--- config.mk ---
export PLATFORM = sky130hd
export DESIGN_NAME = csr_file_flat
export DESIGN_NICKNAME = d
export VERILOG_FILES = /design/src/rtl/csr_pkg.sv /design/src/rtl/csr_if.sv /design/src/rtl/csr_counter64.sv /design/src/rtl/csr_file.sv /design/src/flat_wrapper.sv
export SDC_FILE = /design/constraint.sdc
export NUM_CORES = 1
export LEC_CHECK = 0
export ABC_AREA = 1
export CAP_MARGIN = 20
export CORE_ASPECT_RATIO = 0.6
export CORE_MARGIN = 10
export CORE_UTILIZATION = 44
export DETAILED_ROUTE_END_ITERATION = 16
export HOLD_SLACK_MARGIN = 0.06
export PLACE_DENSITY = 0.75
export REMOVE_ABC_BUFFERS = 1
export SLEW_MARGIN = 20
export SYNTH_ARGS = -nofsm -noshare
export SYNTH_HDL_FRONTEND = slang
export SYNTH_HIERARCHICAL = 1
export SYNTH_SLANG_ARGS = --single-unit
--- constraint.sdc ---
create_clock -name clk -period 2.6 [get_ports clk]
set_input_delay 0.39 -clock clk [delete_from_list [all_inputs] [get_ports clk]]
set_output_delay 0.39 -clock clk [all_outputs]
set_load 0.005 [all_outputs]
--- src/rtl/csr_pkg.sv ---
// Shared CSR addresses, mstatus/mip bit positions and the mcause layout used by the
// machine-mode CSR file.
package csr_pkg;

  localparam logic [11:0] CSR_MSTATUS   = 12'h300;
  localparam logic [11:0] CSR_MISA      = 12'h301;
  localparam logic [11:0] CSR_MIE       = 12'h304;
  localparam logic [11:0] CSR_MTVEC     = 12'h305;
  localparam logic [11:0] CSR_MSCRATCH  = 12'h340;
  localparam logic [11:0] CSR_MEPC      = 12'h341;
  localparam logic [11:0] CSR_MCAUSE    = 12'h342;
  localparam logic [11:0] CSR_MTVAL     = 12'h343;
  localparam logic [11:0] CSR_MIP       = 12'h344;
  localparam logic [11:0] CSR_MCYCLE    = 12'hB00;
  localparam logic [11:0] CSR_MINSTRET  = 12'hB02;
  localparam logic [11:0] CSR_MCYCLEH   = 12'hB80;
  localparam logic [11:0] CSR_MINSTRETH = 12'hB82;
  localparam logic [11:0] CSR_CYCLE     = 12'hC00;
  localparam logic [11:0] CSR_INSTRET   = 12'hC02;
  localparam logic [11:0] CSR_CYCLEH    = 12'hC80;
  localparam logic [11:0] CSR_INSTRETH  = 12'hC82;
  localparam logic [11:0] CSR_MHARTID   = 12'hF14;

  localparam int MSTATUS_MIE    = 3;
  localparam int MSTATUS_MPIE   = 7;
  localparam int MSTATUS_MPP_LO = 11;
  localparam int MSTATUS_MPP_HI = 12;

  localparam int MIP_MSIP = 3;
  localparam int MIP_MTIP = 7;
  localparam int MIP_MEIP = 11;

  localparam logic [31:0] MIE_MASK = (32'd1 << MIP_MEIP) | (32'd1 << MIP_MTIP) | (32'd1 << MIP_MSIP);

  typedef struct packed {
    logic        irq;
    logic [30:0] code;
  } cause_t;

  // Byte offset of a vectored interrupt entry: 4 * code, truncated to 32 bits.
  function automatic logic [31:0] vector_offset(cause_t c);
    return 32'({c.code, 2'b00});
  endfunction

endpackage

--- src/rtl/csr_if.sv ---
// CSR file bus: EX read port, WB commit port, trap/mret controls, interrupt lines and
// the redirect outputs. master = pipeline side, slave = CSR file.
interface csr_if;
  logic [11:0] csr_raddr;
  logic [31:0] csr_rdata;
  logic        csr_illegal;
  logic        csr_wreq;
  logic        csr_we;
  logic [11:0] csr_waddr;
  logic [31:0] csr_wdata;
  logic        instr_retire;
  logic        trap_valid;
  logic [31:0] trap_cause;
  logic [31:0] trap_pc;
  logic [31:0] trap_val;
  logic        mret_valid;
  logic        irq_ext;
  logic        irq_timer;
  logic        irq_sw;
  logic [31:0] trap_target;
  logic [31:0] epc;
  logic        irq_pending;

  modport master (
    output csr_raddr, csr_wreq, csr_we, csr_waddr, csr_wdata, instr_retire,
           trap_valid, trap_cause, trap_pc, trap_val, mret_valid,
           irq_ext, irq_timer, irq_sw,
    input  csr_rdata, csr_illegal, trap_target, epc, irq_pending
  );

  modport slave (
    input  csr_raddr, csr_wreq, csr_we, csr_waddr, csr_wdata, instr_retire,
           trap_valid, trap_cause, trap_pc, trap_val, mret_valid,
           irq_ext, irq_timer, irq_sw,
    output csr_rdata, csr_illegal, trap_target, epc, irq_pending
  );
endinterface

--- src/rtl/csr_counter64.sv ---
// 64-bit free-running counter with independently writable halves; a write in a cycle
// replaces that half and suppresses the increment. Wraps from all-ones to zero.
module csr_counter64 (
  input  logic        clk,
  input  logic        reset_n,
  input  logic        inc,
  input  logic        wr_lo,
  input  logic        wr_hi,
  input  logic [31:0] wdata,
  output logic [63:0] count
);

  always_ff @(posedge clk or negedge reset_n) begin
    if (!reset_n) begin
      count <= '0;
    end else if (wr_lo || wr_hi) begin
      if (wr_lo) count[31:0]  <= wdata;
      if (wr_hi) count[63:32] <= wdata;
    end else if (inc) begin
      count <= count + 64'd1;
    end
  end

endmodule

--- src/rtl/csr_file.sv ---
// Machine-mode Zicsr register file: zero-latency combinational read for EX, commit on
// the clock edge in WB, trap/mret state and the cycle/instret counters. No backpressure.
module csr_file
  import csr_pkg::*;
#(
  parameter logic [31:0] HART_ID     = 32'd0,
  parameter logic [31:0] MISA_VAL    = 32'h4000_0100,
  parameter logic [31:0] MTVEC_RESET = 32'h0000_0000
) (
  input logic  clk,
  input logic  reset_n,
  csr_if.slave bus
);

  logic        mst_mie;
  logic        mst_mpie;
  logic [31:0] mie_q;
  logic [31:0] mtvec_q;
  logic [31:0] mscratch_q;
  logic [31:0] mepc_q;
  logic [31:0] mcause_q;
  logic [31:0] mtval_q;
  logic [31:0] mip;
  logic [63:0] mcycle;
  logic [63:0] minstret;
  logic [31:0] rdata;
  logic        unimpl;
  logic [31:0] tvec_base;
  cause_t      cause;

  always_comb begin
    mip           = '0;
    mip[MIP_MEIP] = bus.irq_ext;
    mip[MIP_MTIP] = bus.irq_timer;
    mip[MIP_MSIP] = bus.irq_sw;
  end

  // Trap beats mret beats a WB write for the trap-state registers.
  always_ff @(posedge clk or negedge reset_n) begin
    if (!reset_n) begin
      mst_mie  <= 1'b0;
      mst_mpie <= 1'b0;
      mepc_q   <= '0;
      mcause_q <= '0;
      mtval_q  <= '0;
    end else if (bus.trap_valid) begin
      mepc_q   <= bus.trap_pc & ~32'h3;
      mcause_q <= bus.trap_cause;
      mtval_q  <= bus.trap_val;
      mst_mpie <= mst_mie;
      mst_mie  <= 1'b0;
    end else if (bus.mret_valid) begin
      mst_mie  <= mst_mpie;
      mst_mpie <= 1'b1;
    end else if (bus.csr_we) begin
      case (bus.csr_waddr)
        CSR_MSTATUS: begin
          mst_mie  <= bus.csr_wdata[MSTATUS_MIE];
          mst_mpie <= bus.csr_wdata[MSTATUS_MPIE];
        end
        CSR_MEPC:   mepc_q   <= bus.csr_wdata & ~32'h3;
        CSR_MCAUSE: mcause_q <= bus.csr_wdata;
        CSR_MTVAL:  mtval_q  <= bus.csr_wdata;
        default: ;
      endcase
    end
  end

  always_ff @(posedge clk or negedge reset_n) begin
    if (!reset_n) begin
      mie_q      <= '0;
      mtvec_q    <= MTVEC_RESET;
      mscratch_q <= '0;
    end else if (bus.csr_we) begin
      case (bus.csr_waddr)
        CSR_MIE:      mie_q      <= bus.csr_wdata & MIE_MASK;
        // Reserved modes 2 and 3 collapse to direct mode.
        CSR_MTVEC:    mtvec_q    <= {bus.csr_wdata[31:2], bus.csr_wdata[1] ? 2'b00 : bus.csr_wdata[1:0]};
        CSR_MSCRATCH: mscratch_q <= bus.csr_wdata;
        default: ;
      endcase
    end
  end

  csr_counter64 u_mcycle (
    .clk     (clk),
    .reset_n (reset_n),
    .inc     (1'b1),
    .wr_lo   (bus.csr_we && bus.csr_waddr == CSR_MCYCLE),
    .wr_hi   (bus.csr_we && bus.csr_waddr == CSR_MCYCLEH),
    .wdata   (bus.csr_wdata),
    .count   (mcycle)
  );

  csr_counter64 u_minstret (
    .clk     (clk),
    .reset_n (reset_n),
    .inc     (bus.instr_retire),
    .wr_lo   (bus.csr_we && bus.csr_waddr == CSR_MINSTRET),
    .wr_hi   (bus.csr_we && bus.csr_waddr == CSR_MINSTRETH),
    .wdata   (bus.csr_wdata),
    .count   (minstret)
  );

  always_comb begin
    rdata  = '0;
    unimpl = 1'b0;
    case (bus.csr_raddr)
      CSR_MSTATUS: begin
        rdata[MSTATUS_MIE]                   = mst_mie;
        rdata[MSTATUS_MPIE]                  = mst_mpie;
        rdata[MSTATUS_MPP_HI:MSTATUS_MPP_LO] = 2'b11;
      end
      CSR_MISA:                    rdata = MISA_VAL;
      CSR_MIE:                     rdata = mie_q;
      CSR_MTVEC:                   rdata = mtvec_q;
      CSR_MSCRATCH:                rdata = mscratch_q;
      CSR_MEPC:                    rdata = mepc_q;
      CSR_MCAUSE:                  rdata = mcause_q;
      CSR_MTVAL:                   rdata = mtval_q;
      CSR_MIP:                     rdata = mip;
      CSR_MCYCLE,   CSR_CYCLE:     rdata = mcycle[31:0];
      CSR_MCYCLEH,  CSR_CYCLEH:    rdata = mcycle[63:32];
      CSR_MINSTRET, CSR_INSTRET:   rdata = minstret[31:0];
      CSR_MINSTRETH, CSR_INSTRETH: rdata = minstret[63:32];
      CSR_MHARTID:                 rdata = HART_ID;
      default:                     unimpl = 1'b1;
    endcase
  end

  assign bus.csr_rdata   = rdata;
  assign bus.csr_illegal = unimpl | (bus.csr_wreq & (bus.csr_raddr[11:10] == 2'b11));

  assign cause           = cause_t'(bus.trap_cause);
  assign tvec_base       = {mtvec_q[31:2], 2'b00};
  assign bus.trap_target = (mtvec_q[1:0] == 2'b01 && cause.irq) ? tvec_base + vector_offset(cause)
                                                                : tvec_base;
  assign bus.epc         = mepc_q;
  assign bus.irq_pending = mst_mie & (|(mie_q & mip));

endmodule
--- src/flat_wrapper.sv ---
// flat-port wrapper written by rule: the top's interface ports become plain ports
module csr_file_flat import csr_pkg::*;
#(
  parameter logic [31:0] HART_ID     = 32'd0,
  parameter logic [31:0] MISA_VAL    = 32'h4000_0100,
  parameter logic [31:0] MTVEC_RESET = 32'h0000_0000
)
  (clk, reset_n, bus_csr_raddr, bus_csr_wreq, bus_csr_we, bus_csr_waddr, bus_csr_wdata, bus_instr_retire, bus_trap_valid, bus_trap_cause, bus_trap_pc, bus_trap_val, bus_mret_valid, bus_irq_ext, bus_irq_timer, bus_irq_sw, bus_csr_rdata, bus_csr_illegal, bus_trap_target, bus_epc, bus_irq_pending);
  csr_if bus_i ();
  input logic clk;
  input logic reset_n;
  input wire logic [$bits(bus_i.csr_raddr)-1:0] bus_csr_raddr;
  input wire logic [$bits(bus_i.csr_wreq)-1:0] bus_csr_wreq;
  input wire logic [$bits(bus_i.csr_we)-1:0] bus_csr_we;
  input wire logic [$bits(bus_i.csr_waddr)-1:0] bus_csr_waddr;
  input wire logic [$bits(bus_i.csr_wdata)-1:0] bus_csr_wdata;
  input wire logic [$bits(bus_i.instr_retire)-1:0] bus_instr_retire;
  input wire logic [$bits(bus_i.trap_valid)-1:0] bus_trap_valid;
  input wire logic [$bits(bus_i.trap_cause)-1:0] bus_trap_cause;
  input wire logic [$bits(bus_i.trap_pc)-1:0] bus_trap_pc;
  input wire logic [$bits(bus_i.trap_val)-1:0] bus_trap_val;
  input wire logic [$bits(bus_i.mret_valid)-1:0] bus_mret_valid;
  input wire logic [$bits(bus_i.irq_ext)-1:0] bus_irq_ext;
  input wire logic [$bits(bus_i.irq_timer)-1:0] bus_irq_timer;
  input wire logic [$bits(bus_i.irq_sw)-1:0] bus_irq_sw;
  output wire logic [$bits(bus_i.csr_rdata)-1:0] bus_csr_rdata;
  output wire logic [$bits(bus_i.csr_illegal)-1:0] bus_csr_illegal;
  output wire logic [$bits(bus_i.trap_target)-1:0] bus_trap_target;
  output wire logic [$bits(bus_i.epc)-1:0] bus_epc;
  output wire logic [$bits(bus_i.irq_pending)-1:0] bus_irq_pending;
  assign bus_i.csr_raddr = bus_csr_raddr;
  assign bus_i.csr_wreq = bus_csr_wreq;
  assign bus_i.csr_we = bus_csr_we;
  assign bus_i.csr_waddr = bus_csr_waddr;
  assign bus_i.csr_wdata = bus_csr_wdata;
  assign bus_i.instr_retire = bus_instr_retire;
  assign bus_i.trap_valid = bus_trap_valid;
  assign bus_i.trap_cause = bus_trap_cause;
  assign bus_i.trap_pc = bus_trap_pc;
  assign bus_i.trap_val = bus_trap_val;
  assign bus_i.mret_valid = bus_mret_valid;
  assign bus_i.irq_ext = bus_irq_ext;
  assign bus_i.irq_timer = bus_irq_timer;
  assign bus_i.irq_sw = bus_irq_sw;
  assign bus_csr_rdata = bus_i.csr_rdata;
  assign bus_csr_illegal = bus_i.csr_illegal;
  assign bus_trap_target = bus_i.trap_target;
  assign bus_epc = bus_i.epc;
  assign bus_irq_pending = bus_i.irq_pending;
  csr_file #(.HART_ID(HART_ID), .MISA_VAL(MISA_VAL), .MTVEC_RESET(MTVEC_RESET)) u_core (.clk(clk), .reset_n(reset_n), .bus(bus_i));
endmodule
==> key figures <==
Worst setup path
  – Type of destination of the critical path: primary output
  – WP data arrival: roughly 2.6 ns
  – Worst Path Required: 2.21 ns
  – CP Launch Type: flip-flop
  – Kind of critical path: flip-flop to primary output
  – CP max FO: 5

Detailed routing
  – DR vias: 27.7k
  – Initial DRC Count: between 4k and 5k
  – DRC: 0
  – DRT antenna net count: 0
  – Router iterations before antenna repair: 7
  – Vias per cell: just under 6
  – Post-Route WL: ~110000 um
  – Post-DR wirelength/cell: 23.9 um

Yosys
  – Yosys warns: 6
  – Mapped Cells: 3520
  – Synth Cell Area: approximately 22000 um^2
  – Async set or reset register ratio after synthesis: 1.00
  – Post-synth EDFFs: 0
  – Syn Area/Cell: about 6.2 um^2
  – Yosys reg bits: between 200 and 300
  – Synth Flop Type: dfrtp_1
  – Count of cell types in the netlist: a little over 50
  – Register area share after synthesis: 0.332
  – Largest cells by area after synthesis: dfrtp_1, nand2_1, nor2_1, inv_1, a21oi_1
  – Share of the synthesized area in the top cell type: 0.332
  – Top cells by count, synth: nand2_1, nor2_1, inv_1, a21oi_1, dfrtp_1
  – Synth area leader: dfrtp_1
  – Top-count cell post-synth: nand2_1

Run status
  – Failing checks: setup timing
  – Status: finished with violations

Global route
  – Largest net degree at the start of global routing: 93
  – Global-route usage over all layers: 0.364
  – Total global routing overflow: 0
  – Vias in the first global route: ~25k
  – First-pass GRT wire length: roughly 160000 um
  – Initial antenna violation count: 0

Power
  – Pleak: 14.8 nW
  – VDD IR max: between 0.5 and 0.6 mV
  – Pwr Density: ~450 nW/um^2

Clock tree
  – Htree depth: 1
  – Worst-skew pair later-pin latency: 0.60 ns
  – Cts bufs inserted: 30
  – Clock Sinks: slightly below 300
  – Clk pin slew, worst setup/hold paths: 0.07 ns
  – Clock root buffer: clkbuf_16
  – Clock buffer depth: 3
  – CTS tree: yes

STA
  – Period utilization: 1.16
  – Period minus WS final: between 3 and 4 ns
  – Final hold violation count: 0
  – RSZ-0062 raised after global routing: yes
  – Max-slew violation count: 0
  – FMAX: roughly 330 MHz
  – Setup ws final: -0.424 ns
  – Least-Margin Pin Slew: between 0.7 and 0.8 ns
  – Slew headroom: 0.514
  – Worst Skew: ~0.010 ns
  – Total Neg Setup Slack: -7.26 ns
  – Final setup vio count: 27

Cells and area
  – Register Area: 7260 um^2
  – Ratio of cells with drive above 1 in the final layout: 0.211
  – Fin util: 0.619
  – Fill cells: about 4.5k
  – Fin area: 30500 um^2
  – Area grow syn2layout: 39.3%
  – Footprint of the multi-input gates: between 10000 and 15000 um^2
  – Layout Nets: between 4k and 5k

Placement
  – DPL Wire Length: about 86000 um
  – Area after DPL: between 20000 and 30000 um^2
  – GP Congestion: 1.05
  – I/O Buffers: around 250

Floorplan
  – Die ar.: 59400 um^2
  – Cell Rows: 63
  – Core Region: a little under 50000 um^2
  – Horiz. Die Dim: slightly above 300 um
  – Starting Density: 0.444
  – IO Count: 260
  – Chip Height: just under 200 um

Min path
  – Worst Hold Class: input pin to flip-flop

Job
  – Max cap viols: 0
-- final timing paths --
path	depth (start not counted)	slack, ns	end	from
min in group asynchronous	2	0.28	u_core/u_mcycle/count[21]	reset_n
setup reg to reg	9	0.04	u_core/u_mcycle/count[24]	u_core/u_mcycle/count[14]
hold / removal	3	0.20	u_core/mtval_q[5]	bus_trap_valid
setup / recovery	11	-0.42	bus_trap_target[18]	u_core/mtvec_q[2]
hold reg to reg	2	0.49	u_core/mscratch_q[28]	u_core/mscratch_q[28]
max in group asynchronous	3	1.52	u_core/bus.epc[10]	reset_n
-- flip-flops by register name, summed over array words and instances, names as in the netlist --
| signal | cells |
|---|---|
| u_core/u_mcycle/count | 64 |
| u_core/mcause_q | 32 |
| u_core/mie_q | 3 |
| u_core/mst_mpie | 1 |
| u_core/bus.epc | 30 |
| u_core/mst_mie | 1 |
| u_core/mtvec_q | 31 |
| u_core/mtval_q | 32 |
| u_core/mscratch_q | 32 |
| u_core/u_minstret/count | 64 |
-- area by class of cell --
type                            count  area share
Antenna cell                        3    0.000246
Clock buffer                       41      0.0286
Clock inverter                     12     0.00468
Inverter                          420      0.0521
Multi-Input combinational cell   2688       0.459
Sequential cell                   290       0.238
Tap cell                          650      0.0267
Timing Repair Buffer              626       0.191
-- per-layer routing --
layer	global-route usage	wire (um)	up-vias
met1	0.536	48100	12887
li1	-	-	12390
met5	0	0	-
met2	0.471	41400	2177
met4	0.103	3970	0
met3	0.149	19500	249
-- worst max-delay path, cell delays in order, from the launching register on --
cell	delay [ns]
dfrtp_1	0.44
ha_4	0.19
fa_2	0.34
nand3_2	0.09
nand3_4	0.15
buf_6	0.17
a21oi_4	0.15
buf_6	0.11
o211ai_1	0.07
nand3_1	0.12
o21ai_1	0.07
buf_2	0.13
-- logic make-up (layout without fill, tap and decap cells) --
logic type | count (synthesis) | count (layout) | synth area share
adders and majority gates | 32 | 32 | 0.0186
other | 2 | 9 | 0.000343
muxes | 4 | 4 | 0.00183
and+or+nand+nor | 1904 | 1904 | 0.361
buffers and inverters | 546 | 1099 | 0.0984
DFF | 290 | 290 | 0.332
AOI/OAI and AO/OA | 734 | 734 | 0.185
xor gates and xnor gates | 8 | 8 | 0.00320
-- per-stage QoR --
step,std cells,setup WS [ns],total power [mW],hold WS [ns]
2_1_floorplan,3398,-1.14,7.08,0.0944
3_3_place_gp,4601,-0.826,8.77,0.319
3_5_place_dp,4601,-0.858,8.80,0.322
4_1_cts,4707,-0.464,13.6,0.190
5_1_grt,4727,-0.535,14.3,0.236
6_report,4730,-0.424,13.9,0.201
-- placed cells by master, fill, tap and decap left out, drive strengths merged, types with 61 or more instances in the layout --
cell           synthesis  routed
nand2               1089    1089
inv                  419     418
nand3                175     175
a21oi                297     297
buf                   61     417
nor2                 564     564
clkdlybuf4s50          0     173
dfrtp                290     290
clkbuf                65      61
o21ai                301     301
-- what timing repair did --
item	CTS	global route
setup buffers	48	23
resized for setup	496	186
setup endpoints to repair	62	62
cloned	5	2
endpoints found under the hold margin	39	0
pin swaps	98	95
hold buffers	1	0
-- power by group --
group / internal [mW] / total [mW] / switching [mW]
clock network: 2.63 / 4.69 / 2.06
registers: 4.93 / 5.61 / 0.676
logic: 1.41 / 3.57 / 2.16
total: 8.97 / 13.9 / 4.90
Power figures use the tool's default switching activity.
